$ cat src/rtl/aes_enc_sched.sv
// rtl/aes_enc_sched.sv - key/plaintext scheduler for a pipelined AES core with credit-limited output FIFO
// Optional AES_SCHED_STATS_EN adds the blk_count output-handshake counter.
module aes_enc_sched #(
  parameter int PIPE_LAT   = 10,
  parameter int KEY_LAT    = 10,
  parameter int FIFO_DEPTH = 16
) (
  input  logic         clk,
  input  logic         rst,
  input  logic [127:0] key_in,
  input  logic         key_load,
  output logic         key_busy,
  input  logic         in_valid,
  output logic         in_ready,
  input  logic [127:0] in_data,
  output logic [127:0] core_key,
  output logic [127:0] core_data_in,
  input  logic [127:0] core_data_out,
  output logic         out_valid,
  input  logic         out_ready,
  output logic [127:0] out_data
`ifdef AES_SCHED_STATS_EN
  ,
  output logic [31:0]  blk_count
`endif
);

  // The core_data_in stage is in flight too, so up to PIPE_LAT+1 blocks can be outstanding.
  localparam int OW = $clog2(PIPE_LAT + 2);
  localparam int AW = $clog2(FIFO_DEPTH);
  localparam int CW = $clog2(FIFO_DEPTH + 1);
  localparam int KW = (KEY_LAT > 1) ? $clog2(KEY_LAT) : 1;
  localparam logic [31:0] DEPTH_U = FIFO_DEPTH;

  typedef enum logic [1:0] {NOKEY, DRAIN, KEYWAIT, RUN} state_t;

  state_t              state, state_nxt;
  logic [KW-1:0]       kcnt;
  logic [127:0]        pend_key;
  logic                acc_q;
  logic [PIPE_LAT-1:0] vld;
  logic [OW-1:0]       outstanding;
  logic [127:0]        mem [FIFO_DEPTH];
  logic [AW-1:0]       wptr, rptr;
  logic [CW-1:0]       fifo_count;
  logic [31:0]         used;
  logic                accept, push, pop, kwait_done, enter_kwait;

  assign used        = 32'(outstanding) + 32'(fifo_count);
  assign key_busy    = (state != RUN);
  assign in_ready    = (state == RUN) && !key_load && (used < DEPTH_U);
  assign accept      = in_valid && in_ready;
  assign push        = vld[PIPE_LAT-1];
  assign out_valid   = (fifo_count != '0);
  assign out_data    = mem[rptr];
  assign pop         = out_valid && out_ready;
  assign kwait_done  = (kcnt == KW'(KEY_LAT - 1));
  assign enter_kwait = (state != KEYWAIT) && (state_nxt == KEYWAIT);

  always_comb begin
    state_nxt = state;
    case (state)
      NOKEY:   if (key_load) state_nxt = KEYWAIT;
      RUN:     if (key_load) state_nxt = DRAIN;
      DRAIN:   if (outstanding == '0) state_nxt = KEYWAIT;
      KEYWAIT: if (kwait_done) state_nxt = RUN;
      default: state_nxt = NOKEY;
    endcase
  end

  always_ff @(posedge clk) begin
    if (rst) state <= NOKEY;
    else     state <= state_nxt;
  end

  // A key requested in RUN waits in pend_key until the pipeline has drained.
  always_ff @(posedge clk) begin
    if (rst) begin
      core_key <= '0;
      pend_key <= '0;
      kcnt     <= '0;
    end else begin
      if (state == RUN && key_load) pend_key <= key_in;
      if (enter_kwait) core_key <= (state == NOKEY) ? key_in : pend_key;
      if (state == KEYWAIT) kcnt <= kcnt + KW'(1);
      else                  kcnt <= '0;
    end
  end

  always_ff @(posedge clk) begin
    if (rst) begin
      core_data_in <= '0;
      acc_q        <= 1'b0;
      vld          <= '0;
      outstanding  <= '0;
    end else begin
      if (accept) core_data_in <= in_data;
      acc_q <= accept;
      vld   <= PIPE_LAT'({vld, acc_q});
      case ({accept, push})
        2'b10:   outstanding <= outstanding + OW'(1);
        2'b01:   outstanding <= outstanding - OW'(1);
        default: outstanding <= outstanding;
      endcase
    end
  end

  always_ff @(posedge clk) begin
    if (push) mem[wptr] <= core_data_out;
  end

  always_ff @(posedge clk) begin
    if (rst) begin
      wptr       <= '0;
      rptr       <= '0;
      fifo_count <= '0;
    end else begin
      if (push) wptr <= wptr + AW'(1);
      if (pop)  rptr <= rptr + AW'(1);
      case ({push, pop})
        2'b10:   fifo_count <= fifo_count + CW'(1);
        2'b01:   fifo_count <= fifo_count - CW'(1);
        default: fifo_count <= fifo_count;
      endcase
    end
  end

`ifdef AES_SCHED_STATS_EN
  always_ff @(posedge clk) begin
    if (rst)      blk_count <= '0;
    else if (pop) blk_count <= blk_count + 32'd1;
  end
`endif

endmodule

$ cat config.mk
export PLATFORM = sky130hd
export DESIGN_NAME = aes_enc_sched
export DESIGN_NICKNAME = d
export VERILOG_FILES = /design/src/rtl/aes_enc_sched.sv
export SDC_FILE = /design/constraint.sdc
export NUM_CORES = 2
export LEC_CHECK = 0
export CAP_MARGIN = 10
export CORE_ASPECT_RATIO = 0.9
export CORE_MARGIN = 2
export CORE_UTILIZATION = 54
export CTS_CLUSTER_SIZE = 20
export DETAILED_ROUTE_END_ITERATION = 10
export GPL_TIMING_DRIVEN = 0
export PLACE_DENSITY_LB_ADDON = 0.1
export RECOVER_POWER = 50
export SLEW_MARGIN = 10
export SYNTH_ARGS = -nofsm -noshare
export SYNTH_HDL_FRONTEND = slang
export SYNTH_SLANG_ARGS = --single-unit
$ cat constraint.sdc
create_clock -name clk -period 9.56 [get_ports clk]
set_input_delay 0.956 -clock clk [delete_from_list [all_inputs] [get_ports clk]]
set_output_delay 0.956 -clock clk [all_outputs]
set_load 0.01 [all_outputs]
After elaboration in Yosys (flattened, before gate mapping). Memories as Yosys holds them, arrays and structs flattened. A register that Yosys moved wholly into a read port is not among the register bits. Index checks and enable logic that the tools add are counted.

Flip-flop bits (word level): 418. Bits in writable memories: 2048. Input port bits: 389. Output and inout bits: 387. Word-level logic and storage cells: 58. Memories: 1.

Memory list: mem (depth 16, bits a word 128, read ports 1, clocked after memory_dff 1, write ports 1, RTL line 43) `logic [127:0] mem [FIFO_DEPTH];`.

$add $sub $neg: 8. Magnitude comparators: 1. Eq/ne operators: 11. Mux-type cells: 12. Bitwise operators: 1. Reductions and logical operators: 13.

Operator list (count): $mux 128 (1); $add 4x1->4 const B (4); $eq 2x2->1 const B (5); $pmux 5 s2 (1); $mux 2 (4); $mux 4 (2); $pmux 2 s4 (1); $pmux 4 s2 (1); $add 4x5->6 (1); $eq 2x1->1 const B (3); $logic_and 1x1->1 (6); $lt 6x5->1 const B (1); $add 5x1->5 const B (1); $reduce_bool 5->1 (1); $sub 5x1->5 const B (1); $eq 4x4->1 const B (1); $logic_not 4->1 (1); $ne 2x2->1 const B (2); $reduce_bool 2->1 (2); $sub 4x1->4 const B (1); $logic_not 2->1 (1); $mux 1 (2); $reduce_or 2->1 (1); $logic_not 1->1 (1); $not 1->1 (1).

Longest topological paths before layout.
Depth in word-level cells: 6. Depth in mapped cells: 15. Gate-level depth less buffers: 12.

Worst setup path before layout. Ideal clock, no wire load.

Path kind: reg2reg. Start point: register vld[9]. End point: memory mem[0][0], enable pin. Setup time: 502 ps. Data arrival time: 3895 ps. Required time: 9058 ps. Setup slack: 5163 ps. Cell stages (with the launch flop): 5. Buffers on the path: 1. Clock period less this slack: 4397 ps. Path through: dfxtp_1 -> clkbuf_1 -> inv_1 -> nor3_1 -> and2_1.

Longest elaborated chain between the ends: 2.

RTL lines: start: declaration (RTL line 41) `logic [PIPE_LAT-1:0] vld;`; start signal: assignment (RTL line 99) `vld <= PIPE_LAT'({vld, acc_q});`; $mux 1 (RTL line 109) `if (push) mem[wptr] <= core_data_out;`; $mux 1 (implied by the code) (RTL line 109); end: declaration (RTL line 43).

Every way passes these cells.

==> metrics.txt <==
critical-path maximum fanout=10; drt pass-1 iters=5; clk buf depth=3; IO Port Bufs=774; asr flop ratio synth=0%; Sw Ratio=between 20% and 30%; Adder-Cell Fraction of Synth Area=0.270%; type of origin of the critical path=flip-flop; post-synthesis cell count=5174; failing checks=capacitance limit, slew limit; Max-cap violations=17; worst hold path type=reg2reg; top-area cell type share of the netlist area=65.7%; initial antenna violation count=96; Reg2Reg Depth=5; Synth Area in Simple Gates=under 10%; Final Cycle Share=60.4%; Post-CTS Setup Bufs=0; final net count=about 6.6k; Comb power frac=3.2%; main combinational cell family by area after synthesis=multiplexers; CTS root buffer=clkbuf_16; final wirelength=262000 um; clock share of power=41.8%; # setup viols final=0; Leakage=35.4 nW; Die W=443 um; H-tree levels=4; post-synthesis compound-gate area fraction=~4.7%; internal reg-to-reg setup slack=4.40 ns; GRT Util Overall=slightly below 30%; Yosys reg bits=2470; YS warnings=0; # rows=about 140; io pins=776; Synth Net Count=about 5.6k; largest net degree at the start of global routing=42; relative slew slack=-151%; clock sink count=about 2.5k; Top FF cell, synth=edfxtp_1; number of synthesized flops with an enable pin=2048; hpwl dp=172000 um; Pint=16.9 mW; Worst IR Drop VDD=about 0.23 mV; crit path cell chain=clkbuf_1 > clkbuf_1 > clkbuf_1 > mux4_2 > o22ai_1 > nor2_1 > clkdlybuf4s50_1; hold wc startpoint=vld[1]$_SDFF_PP0_; top cells by area, synth=edfxtp_1, mux4_2, dfxtp_1; Final Critical Period=5.77 ns; core area=172000 um2; cts repair resizes=0; clk slew on worst S/H paths=around 0.060 ns; Hold EP=vld[2]$_SDFF_PP0_; Synth area leader=edfxtp_1; multi-input logic area=22200 um2; FILL cells=between 10k and 15k; Yosys cell types=42; DR vias/cell=6.11; drt initial violations=6230; worst path arrival time=4.81 ns; Worst Hold Path Cells=1; Reg power frac=55.0%; Hold Fails Final Rpt=0; Initial Util=54.5%; Slowest cell on crit path=clkbuf_1; antenna-violating nets left=0; clock latency on the worst-skew pair=0.85 ns; global placement routability congestion=0.934; vias in the first global route=52.2k; number of CTS-inserted buffers=232; post-synthesis xor/xnor area fraction=less than 1%; clk_skew=0.0342 ns; GRT Residual Overflow=0; WHS=0.436 ns; layout cells sized above 1=between 15 and 20%; Critical Path Sink Type=primary output; FF/Latch Area=approximately 70000 um2; CTS tree=done; Syn-to-layout area delta=20.6%; setup TNS=0 ns; design area=113000 um2; Seq/Total Area, Yosys=74.7%; R2R Path Start=vld[9]$_SDFF_PP0_; post-synthesis mux area share=13.7%; CP peak stage delay=0.82 ns; count leader, synth=edfxtp_1; Synth top cells by count=edfxtp_1, mux4_2, nand2_1, dfxtp_1, nand2b_1; drt wl/cell=around 30 um; syn avg cell area=18.1 um2; Via Count=53.3k; Worst-Margin Slew=about 3.8 ns; Switching Power=4.38 mW; max-slew violations=about 430; DIE AREA=177000 um2; first-pass GRT wire length=roughly 370000 um; result of the run=finished, violations left; largest delay contributor family on the critical path=buffers and inverters; # DRC=0; pwr/cell area=roughly 190 nW/um2; synthesized area=93600 um2; RSZ-0062 raised after global routing=no; CP bufs+invs=4; placed cell area=106000 um2; CP most frequent cell=clkbuf_1; critical path class=reg2out; Max Fclk=0.173 GHz; Die Span Y=about 400 um; Post-CTS Hold Buffers=0; worst r2r dst=mem[14][65]$_DFFE_PP_; Worst Path Required=8.60 ns
worst register-to-register path: stages, from the launching register on:
cell	delay, ns
dfxtp_1	0.35
clkbuf_1	0.33
and3_1	0.29
and2_0	1.58
clkbuf_1	1.88
buf_16	0.36
state kept, by name (all words and copies together) (netlist names), named ones only:
signal	count
vld	10
kcnt	4
mem	2048
outstanding	4
fifo_count	5
core_key	128
pend_key	128
state	2
acc_q	1
wptr	4
rptr	4
core_data_in	128
logic make-up after synthesis:
group / count (synthesis)
flip-flops: 2470
buffers and inverters: 364
adder cells (fa/ha/maj): 19
XOR/XNOR: 12
multiplexers: 644
AND/OR/NAND/NOR: 1005
AO/OA/AOI/OAI: 660
worst max path at each step:
stage                       from                     end  slack (ns)  cells past startpoint
2_1_floorplan  vld[9]$_SDFF_PP0_     mem[0][0]$_DFFE_PP_        5.16                      4
3_3_place_gp   vld[9]$_SDFF_PP0_  mem[11][106]$_DFFE_PP_         1.0                      4
3_5_place_dp           flip-flop             out_data[5]        4.59                      7
4_1_cts                flip-flop            out_data[40]        3.67                      7
5_1_grt                flip-flop             out_data[3]        3.62                      7
6_report               flip-flop             out_data[4]        3.79                      7
cell type report:
type / count / area share, %
diodes: 39 / 0.0864
inverters: 13 / 0.0432
repair buffers: 830 / 8.01
well taps: 2263 / 2.51
multi-input cells: 2340 / 19.6
clock inverters: 130 / 0.952
flip-flops and latches: 2470 / 61.9
plain buffers: 351 / 1.32
clock buffers: 294 / 5.53
cell usage in the layout (no fill, tap or decap), types with 131 or more instances in the layout:
cell and instances:
a22oi_1 182, nand2b_1 261, clkbuf_16 237, a21oi_1 140, nand2_1 483, edfxtp_1 2048
clkbuf_1 286, nor2_1 204, dfxtp_1 422, clkdlybuf4s50_1 646, mux4_2 512, mux2i_1 131
metrics by stage:
stage / power, mW / setup slack [ns] / utilization, % / instances
after CTS: 21.4 / 3.67 / 65.8 / 8689
after detailed placement: 12.6 / 4.59 / 61.5 / 8265
final: 21.3 / 3.79 / 65.8 / 8730
after floorplan: 12.2 / 5.16 / - / 5174
after global placement: 12.6 / 0.998 / 60.7 / 8211
after global routing: 21.9 / 3.62 / 65.8 / 8725
routing by layer:
| layer | global-route usage (%) | part of all wire (%) | routed length (um) | up-vias |
|---|---|---|---|---|
| met5 | 0 | 0.072 | 188 | - |
| met4 | 11.0 | 3.8 | 9980 | 32 |
| met3 | 5.67 | 8.6 | 22500 | 486 |
| met2 | 48.4 | 49 | 129000 | 2627 |
| met1 | 39.3 | 38 | 100000 | 27500 |
| li1 | - | - | - | 22600 |
power groups by stage:
stage          Combinational, mW  Clock [mW]  Sequential (mW)
3_3_place_gp               0.670           0             12.0
6_report                   0.682        8.92             11.7
5_1_grt                    0.729        9.43             11.7
4_1_cts                    0.687        9.04             11.7
2_1_floorplan              0.181           0             12.0
3_5_place_dp               0.684           0             12.0
No activity file was read; power rests on OpenSTA's default activity.
